[src/rtl/lcd_pkg.sv]
// rtl/lcd_pkg.sv - shared types and default timing for the character-LCD write path
// Timing defaults assume a 50 MHz clock and are shared with the upstream sequencer.
package lcd_pkg;

  typedef enum logic [2:0] {
    POR, IDLE, SETUP, EN_HI, HOLD, EXEC
  } lcdState_e;

  typedef enum logic [2:0] {
    TSEL_POR, TSEL_SETUP, TSEL_EN_HIGH, TSEL_HOLD, TSEL_EXEC_SHORT, TSEL_EXEC_LONG
  } timerSel_e;

  localparam logic [7:0] LCD_CMD_CLEAR     = 8'h01;
  localparam logic [7:0] LCD_CMD_HOME      = 8'h02;
  localparam logic [7:0] LCD_CMD_HOME_MASK = 8'hFE;

  localparam int LCD_T_SETUP      = 3;
  localparam int LCD_T_EN_HIGH    = 16;
  localparam int LCD_T_HOLD       = 2;
  localparam int LCD_T_EXEC_SHORT = 2000;
  localparam int LCD_T_EXEC_LONG  = 82000;
  localparam int LCD_T_POR        = 750000;
  localparam int LCD_CNT_W        = 20;

  // Clear and return-home need the long execution wait; the home command ignores bit 0.
  function automatic logic isLongCmd(input logic rs, input logic [7:0] data);
    return !rs && ((data == LCD_CMD_CLEAR) ||
                   ((data & LCD_CMD_HOME_MASK) == LCD_CMD_HOME));
  endfunction

endpackage

[src/rtl/lcd_delay_timer.sv]
// rtl/lcd_delay_timer.sv - up-counter with selectable terminal count
// oExpired is combinational and lasts one cycle because the owner clears on every state change.
module lcd_delay_timer
  import lcd_pkg::*;
#(
  parameter int T_SETUP      = LCD_T_SETUP,
  parameter int T_EN_HIGH    = LCD_T_EN_HIGH,
  parameter int T_HOLD       = LCD_T_HOLD,
  parameter int T_EXEC_SHORT = LCD_T_EXEC_SHORT,
  parameter int T_EXEC_LONG  = LCD_T_EXEC_LONG,
  parameter int T_POR        = LCD_T_POR,
  parameter int CNT_W        = LCD_CNT_W
) (
  input  logic      iCLK,
  input  logic      iRST_N,
  input  logic      iClear,
  input  timerSel_e iSel,
  input  logic      iEnable,
  output logic      oExpired
);

  logic [CNT_W-1:0] count;
  logic [CNT_W-1:0] target;

  always_comb begin
    target = CNT_W'(T_POR - 1);
    case (iSel)
      TSEL_POR:        target = CNT_W'(T_POR - 1);
      TSEL_SETUP:      target = CNT_W'(T_SETUP - 1);
      TSEL_EN_HIGH:    target = CNT_W'(T_EN_HIGH - 1);
      TSEL_HOLD:       target = CNT_W'(T_HOLD - 1);
      TSEL_EXEC_SHORT: target = CNT_W'(T_EXEC_SHORT - 1);
      TSEL_EXEC_LONG:  target = CNT_W'(T_EXEC_LONG - 1);
      default:         target = CNT_W'(T_POR - 1);
    endcase
  end

  always_ff @(posedge iCLK or negedge iRST_N) begin
    if (!iRST_N)      count <= '0;
    else if (iClear)  count <= '0;
    else if (iEnable) count <= count + CNT_W'(1);
  end

  assign oExpired = iEnable && (count == target);

endmodule

[src/rtl/lcd_write_engine.sv]
// rtl/lcd_write_engine.sv - timed HD44780 write cycle behind an iStart/oDone handshake
// Also enforces the power-on hold-off so the upstream sequencer needs no delay counters.
module lcd_write_engine
  import lcd_pkg::*;
#(
  parameter int T_SETUP      = LCD_T_SETUP,
  parameter int T_EN_HIGH    = LCD_T_EN_HIGH,
  parameter int T_HOLD       = LCD_T_HOLD,
  parameter int T_EXEC_SHORT = LCD_T_EXEC_SHORT,
  parameter int T_EXEC_LONG  = LCD_T_EXEC_LONG,
  parameter int T_POR        = LCD_T_POR,
  parameter int CNT_W        = LCD_CNT_W
) (
  input  logic       iCLK,
  input  logic       iRST_N,
  input  logic [7:0] iDATA,
  input  logic       iRS,
  input  logic       iStart,
  output logic       oDone,
  output logic       oBusy,
  output logic [7:0] LCD_DATA,
  output logic       LCD_RW,
  output logic       LCD_EN,
  output logic       LCD_RS
);

  lcdState_e state, stateNext;
  timerSel_e timerSel;
  logic      startQ, pending, longCmd;
  logic      rise, capture, expired;

  assign rise = iStart & ~startQ;

  lcd_delay_timer #(
    .T_SETUP(T_SETUP), .T_EN_HIGH(T_EN_HIGH), .T_HOLD(T_HOLD),
    .T_EXEC_SHORT(T_EXEC_SHORT), .T_EXEC_LONG(T_EXEC_LONG),
    .T_POR(T_POR), .CNT_W(CNT_W)
  ) uTimer (
    .iCLK(iCLK), .iRST_N(iRST_N),
    .iClear(stateNext != state), .iSel(timerSel),
    .iEnable(state != IDLE), .oExpired(expired)
  );

  always_ff @(posedge iCLK or negedge iRST_N) begin
    if (!iRST_N) state <= POR;
    else         state <= stateNext;
  end

  always_comb begin
    stateNext = state;
    capture   = 1'b0;
    timerSel  = TSEL_POR;
    case (state)
      POR:   if (expired) stateNext = IDLE;
      IDLE: begin
        timerSel = TSEL_SETUP;
        // A request held through POR is honoured only if iStart is still asserted.
        if (rise || (pending && iStart)) begin
          capture   = 1'b1;
          stateNext = SETUP;
        end
      end
      SETUP: begin
        timerSel = TSEL_SETUP;
        if (expired) stateNext = EN_HI;
      end
      EN_HI: begin
        timerSel = TSEL_EN_HIGH;
        if (expired) stateNext = HOLD;
      end
      HOLD: begin
        timerSel = TSEL_HOLD;
        if (expired) stateNext = EXEC;
      end
      EXEC: begin
        timerSel = longCmd ? TSEL_EXEC_LONG : TSEL_EXEC_SHORT;
        if (expired) stateNext = IDLE;
      end
      default: stateNext = POR;
    endcase
  end

  always_ff @(posedge iCLK or negedge iRST_N) begin
    if (!iRST_N) begin
      startQ   <= 1'b0;
      pending  <= 1'b0;
      longCmd  <= 1'b0;
      oDone    <= 1'b0;
      oBusy    <= 1'b1;
      LCD_EN   <= 1'b0;
      LCD_DATA <= 8'h00;
      LCD_RS   <= 1'b0;
      LCD_RW   <= 1'b0;
    end else begin
      startQ <= iStart;
      oDone  <= (state == EXEC) && expired;
      oBusy  <= (stateNext != IDLE);
      LCD_EN <= (stateNext == EN_HI);
      LCD_RW <= 1'b0;
      if (state == POR && rise) pending <= 1'b1;
      else if (state == IDLE)   pending <= 1'b0;
      if (capture) begin
        LCD_DATA <= iDATA;
        LCD_RS   <= iRS;
        longCmd  <= isLongCmd(iRS, iDATA);
      end
    end
  end

endmodule

[config.mk]
export PLATFORM = sky130hd
export DESIGN_NAME = lcd_write_engine
export DESIGN_NICKNAME = d
export VERILOG_FILES = /design/src/rtl/lcd_pkg.sv /design/src/rtl/lcd_delay_timer.sv /design/src/rtl/lcd_write_engine.sv
export SDC_FILE = /design/constraint.sdc
export NUM_CORES = 1
export LEC_CHECK = 0
export ABC_AREA = 1
export BUFFER_PORTS_ARGS = -buffer_cell sky130_fd_sc_hd__buf_2
export CAP_MARGIN = 10
export CORE_UTILIZATION = 45
export DETAILED_ROUTE_END_ITERATION = 6
export PLACE_DENSITY = 0.63
export SYNTH_ARGS = -nofsm -noshare
export SYNTH_HDL_FRONTEND = slang
export SYNTH_SLANG_ARGS = --single-unit
[constraint.sdc]
create_clock -name iCLK -period 2.9 [get_ports iCLK]
set_input_delay 0.29 -clock iCLK [delete_from_list [all_inputs] [get_ports iCLK]]
set_output_delay 0.29 -clock iCLK [all_outputs]
set_load 0.1 [all_outputs]
---- Word level (Yosys, flattened, before mapping) ----
Index checks and enable logic that the tools add are counted.
operators by class
  shifts and indexed selects .............. 0
  equality and inequality tests ........... 17
  reduce and logical (&&, ||, !) cells .... 13
  divide/modulo/power cells ............... 0
  add/subtract/negate cells ............... 1
  multipliers ............................. 0
  order comparisons ....................... 0
  bitwise logic cells ..................... 2
  muxes and demuxes ....................... 15
operators with widths
  operator               count
  $pmux 20 s5            1
  $mux 20                2
  $add 20x1->20 const B  1
  $eq 20x20->1           1
  $eq 3x2->1 const B     5
  $mux 3                 5
  $pmux 3 s5             1
  $eq 3x3->1 const B     4
  $pmux 3 s4             1
  $eq 8x1->1 const B     1
  $eq 7x1->1 const B     1
  $eq 3x1->1 const B     2
  $ne 3x1->1 const B     2
  $logic_and 1x1->1      5
  $mux 1                 5
  $reduce_bool 2->1      2
  $reduce_or 2->1        2
  $logic_not 3->1        1
  $ne 3x3->1             1
  $logic_or 1x1->1       2
  $and 1x1->1            1
  $logic_not 1->1        1
  $not 1->1              1
word-level totals
  word-level logic and storage cells ...... 58
  bits in read-only memories .............. 0
  bits in latches ......................... 0
  output and inout port bits .............. 13
  register bits after elaboration ......... 38
  memories kept ........................... 0
  RAM bits ................................ 0

---- Longest topological paths before layout ----
Gate-level depths: netlist of the first run.
  word-level depth ........................ 11
  depth in mapped cells ................... 20
  gate-level depth less buffers ........... 18

---- By module ----
Synthesis of the first run repeated with hierarchy kept, for this count alone.
second synthesis, totals
  cells, all modules ...................... 327
  area, all modules ....................... 2341.0 µm²
modules (own cells, without submodules)
  module            instances  area an instance (µm²)  cells an instance  seq. area each (µm²)
  lcd_delay_timer   1          1445.1                  217                500.5
  lcd_write_engine  1          895.9                   110                451.7

---- Worst setup path after synthesis of the first run ----
Ideal clock, no wire load.
  path kind ............................... register to register
  start ................................... register state[0]
  end ..................................... register uTimer.count[1]
  period minus slack after synthesis ...... 2.000 ns
  arrival time ............................ 1.877 ns
  path slack .............................. 0.900 ns
  data required time ...................... 2.778 ns
  library setup time ...................... 0.122 ns
  stages on the path, launching flop included .. 20
  path through ............................ dfrtp_1 > buf_2 > inv_2 > nand2_4 > nand2_4 > nand2_4 > buf_6 > nand2_1 > nand2_1 > nor2_1 > nand2_1 > nor2_2 > nand2_1 > nand2_1 > nand3_2 > nor2_1 > nor2_1 > nand2_2 > buf_6 > nor2_2
between the ends
  word-level cells in the longest chain between the ends .. 11
RTL lines
  item                                          RTL line                text
  start, declared                               lcd_write_engine.sv:27  lcdState_e state, stateNext;
  start signal, assigned                        lcd_write_engine.sv:46  else state <= stateNext;
  $eq 3x1->1 or $eq 3x2->1 (tied branches)      lcd_write_engine.sv:53  case (state)
  $reduce_or 2->1 (no line)                     --
  $pmux 3 s4                                    lcd_write_engine.sv:53
  $eq 3x3->1, or another cell as far along      lcd_delay_timer.sv:27   case (iSel)
  $pmux 20 s5                                   lcd_delay_timer.sv:27
  $eq 20x20->1                                  lcd_delay_timer.sv:44   assign oExpired = iEnable && (count == target);
  $logic_and 1x1->1                             lcd_delay_timer.sv:44
  $mux 3 (on tied branches)                     --
  $pmux 3 s5 *                                  lcd_write_engine.sv:53
  named net stateNext[2]                        lcd_write_engine.sv:27
  $ne 3x3->1 *                                  lcd_write_engine.sv:40  .iClear(stateNext != state), .iSel(timerSel),
  $mux 20 or $reduce_bool 2->1 (tied branches)  --
  end signal, assigned                          lcd_delay_timer.sv:41   else if (iEnable) count <= count + CNT_W'(1);
  end, declared                                 lcd_delay_timer.sv:22   logic [CNT_W-1:0] count;
Mark *: on every way through the listed nets, which the timed path passes. The rest lies on a longest branch.
A chain may end at the register's enable or synchronous reset.

---- Worst setup path after layout of the first run ----
  start ................................... register state[0]
  end ..................................... register uTimer.count[12]
Same word-level chain as after synthesis.

==> summary.md, run 1 <==
| Metric | Value |
|---|---|
| Status | `finished, final reports clean` |
| Io pins | `25` |
| Ranking of synthesized cells by area | `dfrtp_1 (38%), nand2_1 (16%), inv_1 (6.2%), nand3_1 (6.0%), xor2_1 (5.8%)` |
| Synth cell count leaders | `nand2_1 (104), inv_1 (40), dfrtp_1 (37), nand3_1 (29), nor2_1 (29)` |
| Fin. Hold Viols | `0` |
| DRT Pass-1 Iters | `4` |
| CTS tree | `done` |
| Max-cap violations | `0` |
| Critical Path Source Type | `flop` |
| Worst Path Arrival | `2.71 ns` |
| Main synth FF type | `dfrtp_1` |
| Final WS setup | `0.378 ns` |
| Clk Tree Root Cell | `clkbuf_8` |
| GRT Total Usage | `21.0%` |
| Crit share post-route | `87.0%` |
| Initial DRC count | `178` |
| Clock Power Share | `45.1%` |
| First-pass GRT wire length | `9050 um` |
| H-tree level count | `2` |
| Flop2flop setup slack | `0.38 ns` |
| Post-Route WL | `5200 um` |
| Synth unique cells | `30` |
| R2R Path End | `uTimer.count[12]` |
| Int Pwr | `0.000792 W` |
| Most common cell in the synthesized netlist | `nand2_1` |
| Worst slack, placed | `0.409 ns` |
| Vias per inst | `4.81` |
| Hold Crit Class | `input pin to asynchronous set/reset pin` |
| RSZ-0062 raised after global routing | `false` |
| Syn Std Cell Area | `2430 um2` |
| Worst r2r src | `state[0]` |
| Post-cts resize count | `0` |
| Post-Syn Area per Cell | `7.10 um2` |
| Proportion of layout cells with a drive suffix above 1 | `19.6%` |
| Slew @ Worst Pin | `0.853 ns` |
| Fill cell count | `537` |
| CTS sink cnt | `38` |
| DRT antenna net count | `0` |
| Worst IR Drop VDD | `0.268 mV` |
| Multi-input gate area | `1250 um2` |
| Setup CP Type | `flop to flop` |
| Nets@finish | `380` |
| EDFF count, synth | `0` |
| Core Region | `5140 um2` |
| Syn. warnings | `0` |
| Syn Inst Count | `342` |
| Power density over the cells | `374 nW/um2` |
| Fin. max-slew vios | `0` |
| Logic pwr share | `2.7%` |
| Vias in the first global route | `2007` |
| Post-layout min period | `2.52 ns` |
| Synth Register Bits | `38` |
| Vias | `2107` |
| Sequential share of power | `52.2%` |
| Sequential area share after synthesis | `39.2%` |
| Largest net degree at the start of global routing | `39` |
| Antenna diodes | `0` |
| Cell accounting for the most synthesized area | `dfrtp_1` |
| Die Area | `5700 um2` |
| Post-DP HPWL | `4040 um` |
| Pleak | `1.43 nW` |
| Gpl congestion | `0.934` |
| Sw frac | `22.0%` |
| DRC viols | `0` |
| Initial Util | `47.3%` |
| Clock Skews | `0.00647 ns` |
| Critical Path RT | `3.08 ns` |
| Top cell type's share of synthesized area | `38.1%` |
| # port buffers | `23` |
| Asr flop ratio synth | `100%` |
| Die Y | `75.5 um` |
| FP Rows | `26` |
| CTS Buffer Depth | `2` |
| Inserted Clock Buffers | `5` |
| Clock transition at path regs | `0.08 ns` |
| Die X | `75.5 um` |
| FF/Latch Area | `952 um2` |
| Reported net switching power | `0.000223 W` |
| CP endpoint kind | `flop` |
| Cts hold-fix bufs | `0` |
| Final setup vio count | `0` |
| Avg WL per Cell | `11.9 um` |
| Setup tns final | `0 ns` |
| Postcts setup bufs | `0` |
| Area grow syn2layout | `11.9%` |
| Clock Latency Late Sink | `0.29 ns` |
| Highest clock rate | `396 MHz` |
| Initial antenna violation count | `0` |
| Gr ovfl total | `0` |
| Max FO, Critical Path | `14` |
| Worst rel slew slack | `43.2%` |
| Synthesized net count | `355` |
| Reg2Reg Depth | `18` |
==> cell type report <==
cell class,instances,area share [%]
Inverter,47,6.49
Multi-Input combinational cell,250,45.8
Clock inverter,3,1.66
Timing Repair Buffer,25,5.25
Tap cell,70,3.22
Clock buffer,5,2.53
Sequential cell,38,35.0
==> metrics by stage <==
step | util, % | hold slack (ns) | instance area (um2) | total power (W) | instances
floorplan | - | -0.00559 | 2430 | 0.000550 | 342
global placement | 50.7 | 0.422 | 2610 | 0.000569 | 430
detailed placement | 50.7 | 0.423 | 2610 | 0.000569 | 430
CTS | 52.9 | 0.116 | 2720 | 0.00103 | 438
global route | 52.9 | 0.115 | 2720 | 0.00105 | 438
finish | 52.9 | 0.102 | 2720 | 0.00102 | 438
==> metal layers <==
metal	vias up	track usage, %	part of all wire [%]
li1	1117	-	-
met1	961	29.6	52
met2	23	32.0	44
met3	6	5.42	2.7
met4	0	5.97	1.3
met5	-	0	0
==> worst max path at each step <==
| stage | from | to | slack (ns) |
|---|---|---|---|
| 2_1_floorplan | state[0] | uTimer.count[1] | 0.90 |
| 3_3_place_gp | state[0] | uTimer.count[11] | 0.39 |
| 3_5_place_dp | state[0] | uTimer.count[12] | 0.41 |
| 4_1_cts | state[0] | uTimer.count[12] | 0.38 |
| 5_1_grt | state[0] | uTimer.count[9] | 0.06 |
| 6_report | state[0] | uTimer.count[12] | 0.38 |
==> power by group through the flow <==
stage | clock (W) | sequential, W | combinational [W]
6_report | 0.000458 | 0.000530 | 0.0000272
5_1_grt | 0.000488 | 0.000530 | 0.0000315
4_1_cts | 0.000471 | 0.000530 | 0.0000283
3_5_place_dp | 0 | 0.000541 | 0.0000284
3_3_place_gp | 0 | 0.000541 | 0.0000278
2_1_floorplan | 0 | 0.000541 | 0.00000923
==> critical path: stages (launching register included) <==
cell     delay [ns]
dfrtp_1        0.54
inv_2          0.12
nand2_4        0.10
nand2_4        0.09
nand2_4        0.16
nand2_1        0.12
nand2_1        0.07
nand2_1        0.07
inv_2          0.05
nand2_1        0.05
nor2_2         0.12
nand2_1        0.10
nand2_1        0.08
nand3_2        0.09
nor2_1         0.14
nor2_1         0.06
nand2_2        0.23
buf_12         0.20
nor2_2         0.04
==> flip-flops by register name, summed over array words and instances (netlist names) <==
| name | count |
|---|---|
| uTimer.count | 20 |
| pending | 1 |
| state | 3 |
| oDone | 1 |
| oBusy | 1 |
| startQ | 1 |
| LCD_DATA | 8 |
| longCmd | 1 |
| LCD_RS | 1 |
| LCD_EN | 1 |
==> layout by cell type (no fill, tap or decap), types with 2 or more instances in the layout <==
master,count
nor4_1,3
clkbuf_8,5
nor2_2,22
or3_1,2
nand3_2,3
clkinvlp_4,2
nor2_1,29
inv_1,40
nand4_1,10
inv_2,6
nor3_1,7
buf_2,23
nand2_2,2
dfrtp_1,37
nand2_1,104
nand2_4,3
xor2_1,16
nand3_1,29
o21ai_0,12
==> cell families after synthesis <==
logic type,Yosys count,synth area share (%)
AOI/OAI and AO/OA,16,3.60
xor gates and xnor gates,17,6.13
adders and majority gates,1,0.515
buffers and inverters,54,9.53
DFF,38,39.2
other,1,0.154
and+or+nand+nor,215,40.9
Power figures use the tool's default switching activity.
==> run 2: changes to the inputs <==
--- a/config.mk
+++ b/config.mk
@@ -5,12 +5,13 @@
 export SDC_FILE = /design/constraint.sdc
 export NUM_CORES = 1
 export LEC_CHECK = 0
-export ABC_AREA = 1
+export ABC_AREA = 0
 export BUFFER_PORTS_ARGS = -buffer_cell sky130_fd_sc_hd__buf_2
 export CAP_MARGIN = 10
 export CORE_UTILIZATION = 45
 export DETAILED_ROUTE_END_ITERATION = 6
 export PLACE_DENSITY = 0.63
+export SETUP_SLACK_MARGIN = 0.2
 export SYNTH_ARGS = -nofsm -noshare
 export SYNTH_HDL_FRONTEND = slang
 export SYNTH_SLANG_ARGS = --single-unit
==> run 2 against run 1 <==
  * Die area is 9.8% lower
  * Flip-flop and latch count is the same
  * Critical path depth fell by 11
  * Count of clock-buffer cells in the layout did not move
  * Critical endpoint is now LCD_EN
  * Largest cell class unchanged
==> summary.md, run 2 <==
| Metric | Value |
|---|---|
| Top cell type's share of synthesized area | `42.4% (was 38.1%)` |
| Final setup vio count | `0 (unchanged)` |
| CP endpoint kind | `flop (unchanged)` |
| EDFF count, synth | `0 (unchanged)` |
| Critical Path RT | `3.08 ns (about the same)` |
| Critical Path Source Type | `flop (unchanged)` |
| Syn Std Cell Area | `2180 um2 (was 2430 um2)` |
| Number of flip-flops in the largest register | `20 (unchanged)` |
| CTS tree | `done (unchanged)` |
| Synth unique cells | `61 (was 30)` |
| RSZ-0062 raised after global routing | `false (unchanged)` |
| Top register by number of flip-flops | `uTimer.count (unchanged)` |
| Syn. warnings | `0 (unchanged)` |
| Synth Register Bits | `38 (unchanged)` |
| Worst rel slew slack | `43.4% (was 43.2%)` |
| Worst Path Arrival | `2.78 ns (was 2.71 ns)` |
| Max FO, Critical Path | `16 (was 14)` |
| Area grow syn2layout | `12.0% (was 11.9%)` |
| Asr flop ratio synth | `100% (unchanged)` |
| Die Y | `71.7 um (was 75.5 um)` |
| Initial DRC count | `114 (was 178)` |
| Sw frac | `47.8% (was 22.0%)` |
| Worst Hold Slack | `0.0902 ns (was 0.102 ns)` |
| Core Region | `4500 um2 (was 5140 um2)` |
| Post-Syn Area per Cell | `9.80 um2 (was 7.10 um2)` |
| H-tree level count | `2 (unchanged)` |
| Crit share post-route | `89.4% (was 87.0%)` |
| Highest clock rate | `386 MHz (was 396 MHz)` |
| CTS Buffer Depth | `2 (unchanged)` |
| Die Area | `5140 um2 (was 5700 um2)` |
| Clock transition at path regs | `0.08 ns (about the same)` |
| Proportion of layout cells with a drive suffix above 1 | `23.3% (was 19.6%)` |
| Main synth FF type | `dfrtp_1 (unchanged)` |
| Avg WL per Cell | `15.0 um (was 11.9 um)` |
| FP Rows | `24 (was 26)` |
| Int Pwr | `0.00129 W (was 0.000792 W)` |
| Post-layout min period | `2.59 ns (was 2.52 ns)` |
| Vias per inst | `5.69 (was 4.81)` |
| Largest regs | `uTimer.count: 20 flops, LCD_DATA: 8 flops, state: 3 flops (unchanged)` |
| Synth cell count leaders | `dfrtp_1 (37), nor2_1 (29), nand2_1 (25), xor2_1 (14), nand3_1 (8) (was nand2_1 (104), inv_1 (40), dfrtp_1 (37), nand3_1 (29), nor2_1 (29))` |
| Clk Tree Root Cell | `clkbuf_8 (unchanged)` |
| Power density over the cells | `1010 nW/um2 (was 374 nW/um2)` |
| Hold Crit Class | `input pin to asynchronous set/reset pin (unchanged)` |
| Setup CP Type | `flop to flop (unchanged)` |
| Antenna diodes | `0 (unchanged)` |
| Die X | `71.7 um (was 75.5 um)` |
| Synthesized net count | `236 (was 355)` |
| Cell accounting for the most synthesized area | `dfrtp_1 (unchanged)` |
| CTS sink cnt | `38 (unchanged)` |
| # port buffers | `23 (unchanged)` |
| Slew @ Worst Pin | `0.849 ns (was 0.853 ns)` |
| Clock Latency Late Sink | `0.29 ns (about the same)` |
| Sequential area share after synthesis | `43.6% (was 39.2%)` |
| Setup tns final | `0 ns (unchanged)` |
| Gr ovfl total | `0 (unchanged)` |
| Vias | `1712 (was 2107)` |
| Worst IR Drop VDD | `0.729 mV (was 0.268 mV)` |
| Clock Skews | `0.0111 ns (was 0.00647 ns)` |
| Fin. Hold Viols | `0 (unchanged)` |
| Post-DP HPWL | `3240 um (was 4040 um)` |
| Status | `finished, final reports clean (unchanged)` |
| Max-cap violations | `0 (unchanged)` |
| Io pins | `25 (unchanged)` |
| Fin. max-slew vios | `0 (unchanged)` |
| GRT Total Usage | `18.6% (was 21.0%)` |
| Vias in the first global route | `1496 (was 2007)` |
| Logic pwr share | `43.5% (was 2.7%)` |
| Initial Util | `48.5% (was 47.3%)` |
| Largest net degree at the start of global routing | `39 (unchanged)` |
| Most common cell after layout, fill and taps aside | `dfrtp_1 (was nand2_1)` |
| Pleak | `1.13 nW (was 1.43 nW)` |
| Most common cell in the synthesized netlist | `dfrtp_1 (was nand2_1)` |
| Initial antenna violation count | `0 (unchanged)` |
| Inserted Clock Buffers | `5 (unchanged)` |
| Ranking of synthesized cells by area | `dfrtp_1 (42%), xor2_1 (5.6%), nor2_1 (5.0%), nand2_1 (4.3%), mux2_2 (3.6%) (was dfrtp_1 (38%), nand2_1 (16%), inv_1 (6.2%), nand3_1 (6.0%), xor2_1 (5.8%))` |
| Reported net switching power | `0.00118 W (was 0.000223 W)` |
| Sequential share of power | `38.4% (was 52.2%)` |
| Cts hold-fix bufs | `0 (unchanged)` |
| DRT antenna net count | `0 (unchanged)` |
| Post-Route WL | `4510 um (was 5200 um)` |
| DRC viols | `0 (unchanged)` |
| Clock Power Share | `18.0% (was 45.1%)` |
| Syn Inst Count | `223 (was 342)` |
| Nets@finish | `261 (was 380)` |
| DRT Pass-1 Iters | `4 (unchanged)` |
| First-pass GRT wire length | `7270 um (was 9050 um)` |
| Most frequent cells in the layout | `dfrtp_1 (36), nor2_1 (29), nand2_1 (25) (was nand2_1 (104), inv_1 (40), dfrtp_1 (37))` |
| Gpl congestion | `0.837 (was 0.934)` |
## run 2: changes by cell type in the layout (fill, tap and decap cells not counted), sizes merged, moves of 8 or more
| cell | previous run | this run |
|---|---|---|
| inv | 46 | 5 |
| mux2 | 0 | 8 |
| nand2 | 109 | 25 |
| nand3 | 32 | 8 |
| nor2 | 51 | 29 |
| o21ai | 13 | 4 |
## run 2: layout make-up
class | instances | area (um2)
inverter | 5 | 18.8
clock buffer | 5 | 68.8
timing repair buffer | 30 | 168
fill | 412 | 2060
sequential | 38 | 953
clock inverter | 3 | 40.0
tap | 52 | 65.1
multi-input combinational | 168 | 1130
## run 2: logic make-up after synthesis
group	count (synthesis)	synth area share [%]
AND/OR/NAND/NOR	105	26.5
XOR/XNOR	18	7.22
adder cells (fa/ha/maj)	1	0.573
buffers and inverters	17	4.70
multiplexers	11	5.67
flip-flops	38	43.6
other	1	0.172
AO/OA/AOI/OAI	32	11.6
## run 2: what timing repair did
action	CTS	global route
endpoints found under the setup margin	0	21
setup buffers	0	3
gates resized for setup	0	3
## run 2: layer usage
layer,wire length [um],up-vias,track usage [%]
met1,2330,830,26.8
met2,1970,33,27.6
met3,151,5,3.09
met5,0,-,0
met4,57,0,8.06
li1,-,844,-
## run 2: worst paths after layout
path / cells past startpoint / endpoint / slack (ns) / from
min: 1 / uTimer.count[16] / 0.09 / iRST_N
max in group asynchronous: 1 / state[1] / 2.21 / iRST_N
min reg2reg: 2 / LCD_DATA[5] / 0.48 / LCD_DATA[5]
max reg2reg: 7 / LCD_EN / 0.31 / state[2]
max: 7 / LCD_EN / 0.31 / state[2]
min in group iCLK: 1 / startQ / 0.15 / iStart
## run 2: critical path, stage by stage, from the launching register on
cell	delay, ns
dfrtp_1	0.48
buf_4	0.25
and4bb_2	0.28
mux2i_1	0.11
a311o_1	0.37
nor4b_4	0.43
and3_4	0.27
mux2_4	0.29
## run 2: through the flow
stage | setup slack, ns | area (um2) | total power (W) | utilization (%) | cells
6_report | 0.306 | 2450 | 0.00248 | 54.3 | 301
5_1_grt | 0.211 | 2450 | 0.00261 | 54.3 | 301
3_3_place_gp | 0.337 | 2310 | 0.00202 | 51.3 | 290
3_5_place_dp | 0.307 | 2310 | 0.00203 | 51.3 | 290
2_1_floorplan | 0.546 | 2180 | 0.00182 | - | 223
4_1_cts | 0.293 | 2420 | 0.00249 | 53.7 | 298
## run 2: power groups by stage
| stage | combinational [W] | sequential [W] | clock [W] |
|---|---|---|---|
| floorplan | 0.000479 | 0.00134 | 0 |
| global placement | 0.00107 | 0.000951 | 0 |
| detailed placement | 0.00108 | 0.000954 | 0 |
| CTS | 0.00108 | 0.000948 | 0.000458 |
| global route | 0.00116 | 0.000982 | 0.000476 |
| finish | 0.00108 | 0.000952 | 0.000447 |
==> run 3: changes to the inputs <==
--- a/config.mk
+++ b/config.mk
@@ -10,7 +10,7 @@
 export CAP_MARGIN = 10
 export CORE_UTILIZATION = 45
 export DETAILED_ROUTE_END_ITERATION = 6
-export PLACE_DENSITY = 0.63
+export PLACE_DENSITY_LB_ADDON = 0.15
 export SETUP_SLACK_MARGIN = 0.2
 export SYNTH_ARGS = -nofsm -noshare
 export SYNTH_HDL_FRONTEND = slang
==> run 3 against run 2 <==
  * Critical path type unchanged
  * Core utilization down 0.61 points
  * Cell area fell by 1.1%
  * Worst setup slack better by 0.049 ns
  * Largest cell class unchanged
  * Non-clock buffer count down 2
==> summary.md, run 3 (synthesis gave the netlist of run 2 again) <==
| Metric | Value |
|---|---|
| Final core utilization | `53.7% (was 54.3%)` |
| # port buffers | `23 (unchanged)` |
| Setup CP Type | `flop to flop (unchanged)` |
| Initial DRC count | `103 (was 114)` |
| Status | `finished, final reports clean (unchanged)` |
| Post-DP HPWL | `3280 um (was 3240 um)` |
| Area grow syn2layout | `10.7% (was 12.0%)` |
| CTS sink cnt | `38 (unchanged)` |
| Flop2flop setup slack | `0.35 ns (was 0.31 ns)` |
| Die Y | `71.7 um (unchanged)` |
| Max-cap violations | `0 (unchanged)` |
| CTS tree | `done (unchanged)` |
| Vias | `1714 (was 1712)` |
| Slew @ Worst Pin | `0.850 ns (was 0.849 ns)` |
| Design area | `2420 um2 (was 2450 um2)` |
| GRT Total Usage | `19.0% (was 18.6%)` |
| Postcts setup bufs | `0 (unchanged)` |
| Worst IR Drop VDD | `0.677 mV (was 0.729 mV)` |
| Clock Latency Late Sink | `0.29 ns (about the same)` |
| Pleak | `1.11 nW (was 1.13 nW)` |
| Clk Tree Root Cell | `clkbuf_8 (unchanged)` |
| Final setup vio count | `0 (unchanged)` |
| Io pins | `25 (unchanged)` |
| Gr ovfl total | `0 (unchanged)` |
| Cts hold-fix bufs | `0 (unchanged)` |
| Setup tns final | `0 ns (unchanged)` |
| Post-cts resize count | `0 (unchanged)` |
| Worst r2r src | `state[2] (unchanged)` |
| Vias per inst | `5.73 (was 5.69)` |
| Die Area | `5140 um2 (unchanged)` |
| RSZ-0062 raised after global routing | `false (unchanged)` |
| Fin. max-slew vios | `0 (unchanged)` |
| Hold Crit Class | `input pin to asynchronous set/reset pin (unchanged)` |
| Final WS setup | `0.355 ns (was 0.306 ns)` |
| Cell Area, Placed | `2320 um2 (was 2310 um2)` |
| CTS Buffer Depth | `2 (unchanged)` |
| R2R Path End | `LCD_EN (unchanged)` |
| Gpl congestion | `0.844 (was 0.837)` |
| Highest clock rate | `393 MHz (was 386 MHz)` |
| Pwr Total | `0.00241 W (was 0.00248 W)` |
| Vias in the first global route | `1567 (was 1496)` |
| Clock Skews | `0.00887 ns (was 0.0111 ns)` |
| Reg2Reg Depth | `6 (was 7)` |
| CP top delay family | `simple AND/OR/NAND/NOR gates (unchanged)` |
| Clock transition at path regs | `0.08 ns (about the same)` |
| FP Rows | `24 (unchanged)` |
| Top register by number of flip-flops | `uTimer.count (unchanged)` |
| Worst rel slew slack | `43.4% (about the same)` |
| Buf/Inv on CP | `0 (was 1)` |
| Max FO, Critical Path | `14 (was 16)` |
| Initial antenna violation count | `0 (unchanged)` |
| CP startpoint | `state[2] (unchanged)` |
| Number of flip-flops in the largest register | `20 (unchanged)` |
| Critical Path Max Stage Delay | `0.58 ns (was 0.48 ns)` |
| First-pass GRT wire length | `7660 um (was 7270 um)` |
| Worst slack, placed | `0.283 ns (was 0.307 ns)` |
| Fin. Hold Viols | `0 (unchanged)` |
| Worst Path Arrival | `2.72 ns (was 2.78 ns)` |
| Critical Path RT | `3.08 ns (about the same)` |
| CP endpoint kind | `flop (unchanged)` |
| Largest net degree at the start of global routing | `39 (unchanged)` |
| Die X | `71.7 um (unchanged)` |
| Crit share post-route | `87.8% (was 89.4%)` |
| DRC viols | `0 (unchanged)` |
| Initial Util | `48.5% (unchanged)` |
| Avg WL per Cell | `15.2 um (was 15.0 um)` |
| Critical Path Source Type | `flop (unchanged)` |
| Core Region | `4500 um2 (unchanged)` |
| Largest regs | `uTimer.count: 20 flops, LCD_DATA: 8 flops, state: 3 flops (unchanged)` |
| DRT antenna net count | `0 (unchanged)` |
| Post-Route WL | `4540 um (was 4510 um)` |
| Most common cell after layout, fill and taps aside | `dfrtp_1 (unchanged)` |
| Crit-path cells | `or4b_4 > a311oi_2 > a41oi_2 > nor4b_4 > and3_4 > mux2_4 (was buf_4 > and4bb_2 > mux2i_1 > a311o_1 > nor4b_4 > and3_4 > mux2_4)` |
| Critical path's slowest cell | `or4b_4 (was dfrtp_1)` |
| Antenna diodes | `0 (unchanged)` |
| H-tree level count | `2 (unchanged)` |
| Nets@finish | `259 (was 261)` |
| Post-layout min period | `2.55 ns (was 2.59 ns)` |
| Inserted Clock Buffers | `5 (unchanged)` |
| DRT Pass-1 Iters | `4 (unchanged)` |
| Proportion of layout cells with a drive suffix above 1 | `23.1% (was 23.3%)` |
| Most frequent cells in the layout | `dfrtp_1 (34), nor2_1 (29), nand2_1 (25) (was dfrtp_1 (36), nor2_1 (29), nand2_1 (25))` |
| Power density over the cells | `997 nW/um2 (was 1010 nW/um2)` |
run 3: cell type report:
cell class                      count  area [um2]
Fill cell                         415        2090
Multi-Input combinational cell    168        1130
Sequential cell                    38         956
Timing Repair Buffer               28         153
Clock buffer                        6        82.6
Tap cell                           52        65.1
Inverter                            5        18.8
Clock inverter                      2        12.5
run 3: worst max-delay path by stage:
| stage | slack (ns) | depth (start not counted) | to |
|---|---|---|---|
| 2_1_floorplan | 0.55 | 6 | LCD_EN |
| 3_3_place_gp | 0.34 | 6 | LCD_EN |
| 3_5_place_dp | 0.28 | 6 | uTimer.count[5] |
| 4_1_cts | 0.27 | 6 | uTimer.count[5] |
| 5_1_grt | 0.22 | 7 | state[0] |
| 6_report | 0.35 | 6 | LCD_EN |
run 3: worst reg2reg max path: stages (launching register included):
cell	delay (ns)
dfrtp_2	0.51
or4b_4	0.58
a311oi_2	0.31
a41oi_2	0.10
nor4b_4	0.39
and3_4	0.25
mux2_4	0.29
run 3: per-layer routing:
metal	vias up	global-route usage, %	share of wire [%]
met1	835	27.5	50
met4	0	6.54	0.92
met5	-	0	0
li1	837	-	-
met2	38	28.9	46
met3	4	3.09	3.1
run 3: metrics by stage:
| stage | hold slack (ns) | cells |
|---|---|---|
| 2_1_floorplan | -0.00559 | 223 |
| 3_3_place_gp | 0.440 | 291 |
| 3_5_place_dp | 0.439 | 291 |
| 4_1_cts | 0.140 | 299 |
| 5_1_grt | 0.148 | 299 |
| 6_report | 0.103 | 299 |
run 3: report_power, final:
| part | switching [W] | total (W) | internal, W |
|---|---|---|---|
| sequential | 0.000238 | 0.000964 | 0.000726 |
| combinational | 0.000748 | 0.00106 | 0.000313 |
| clock | 0.000193 | 0.000384 | 0.000191 |
| total | 0.00118 | 0.00241 | 0.00123 |
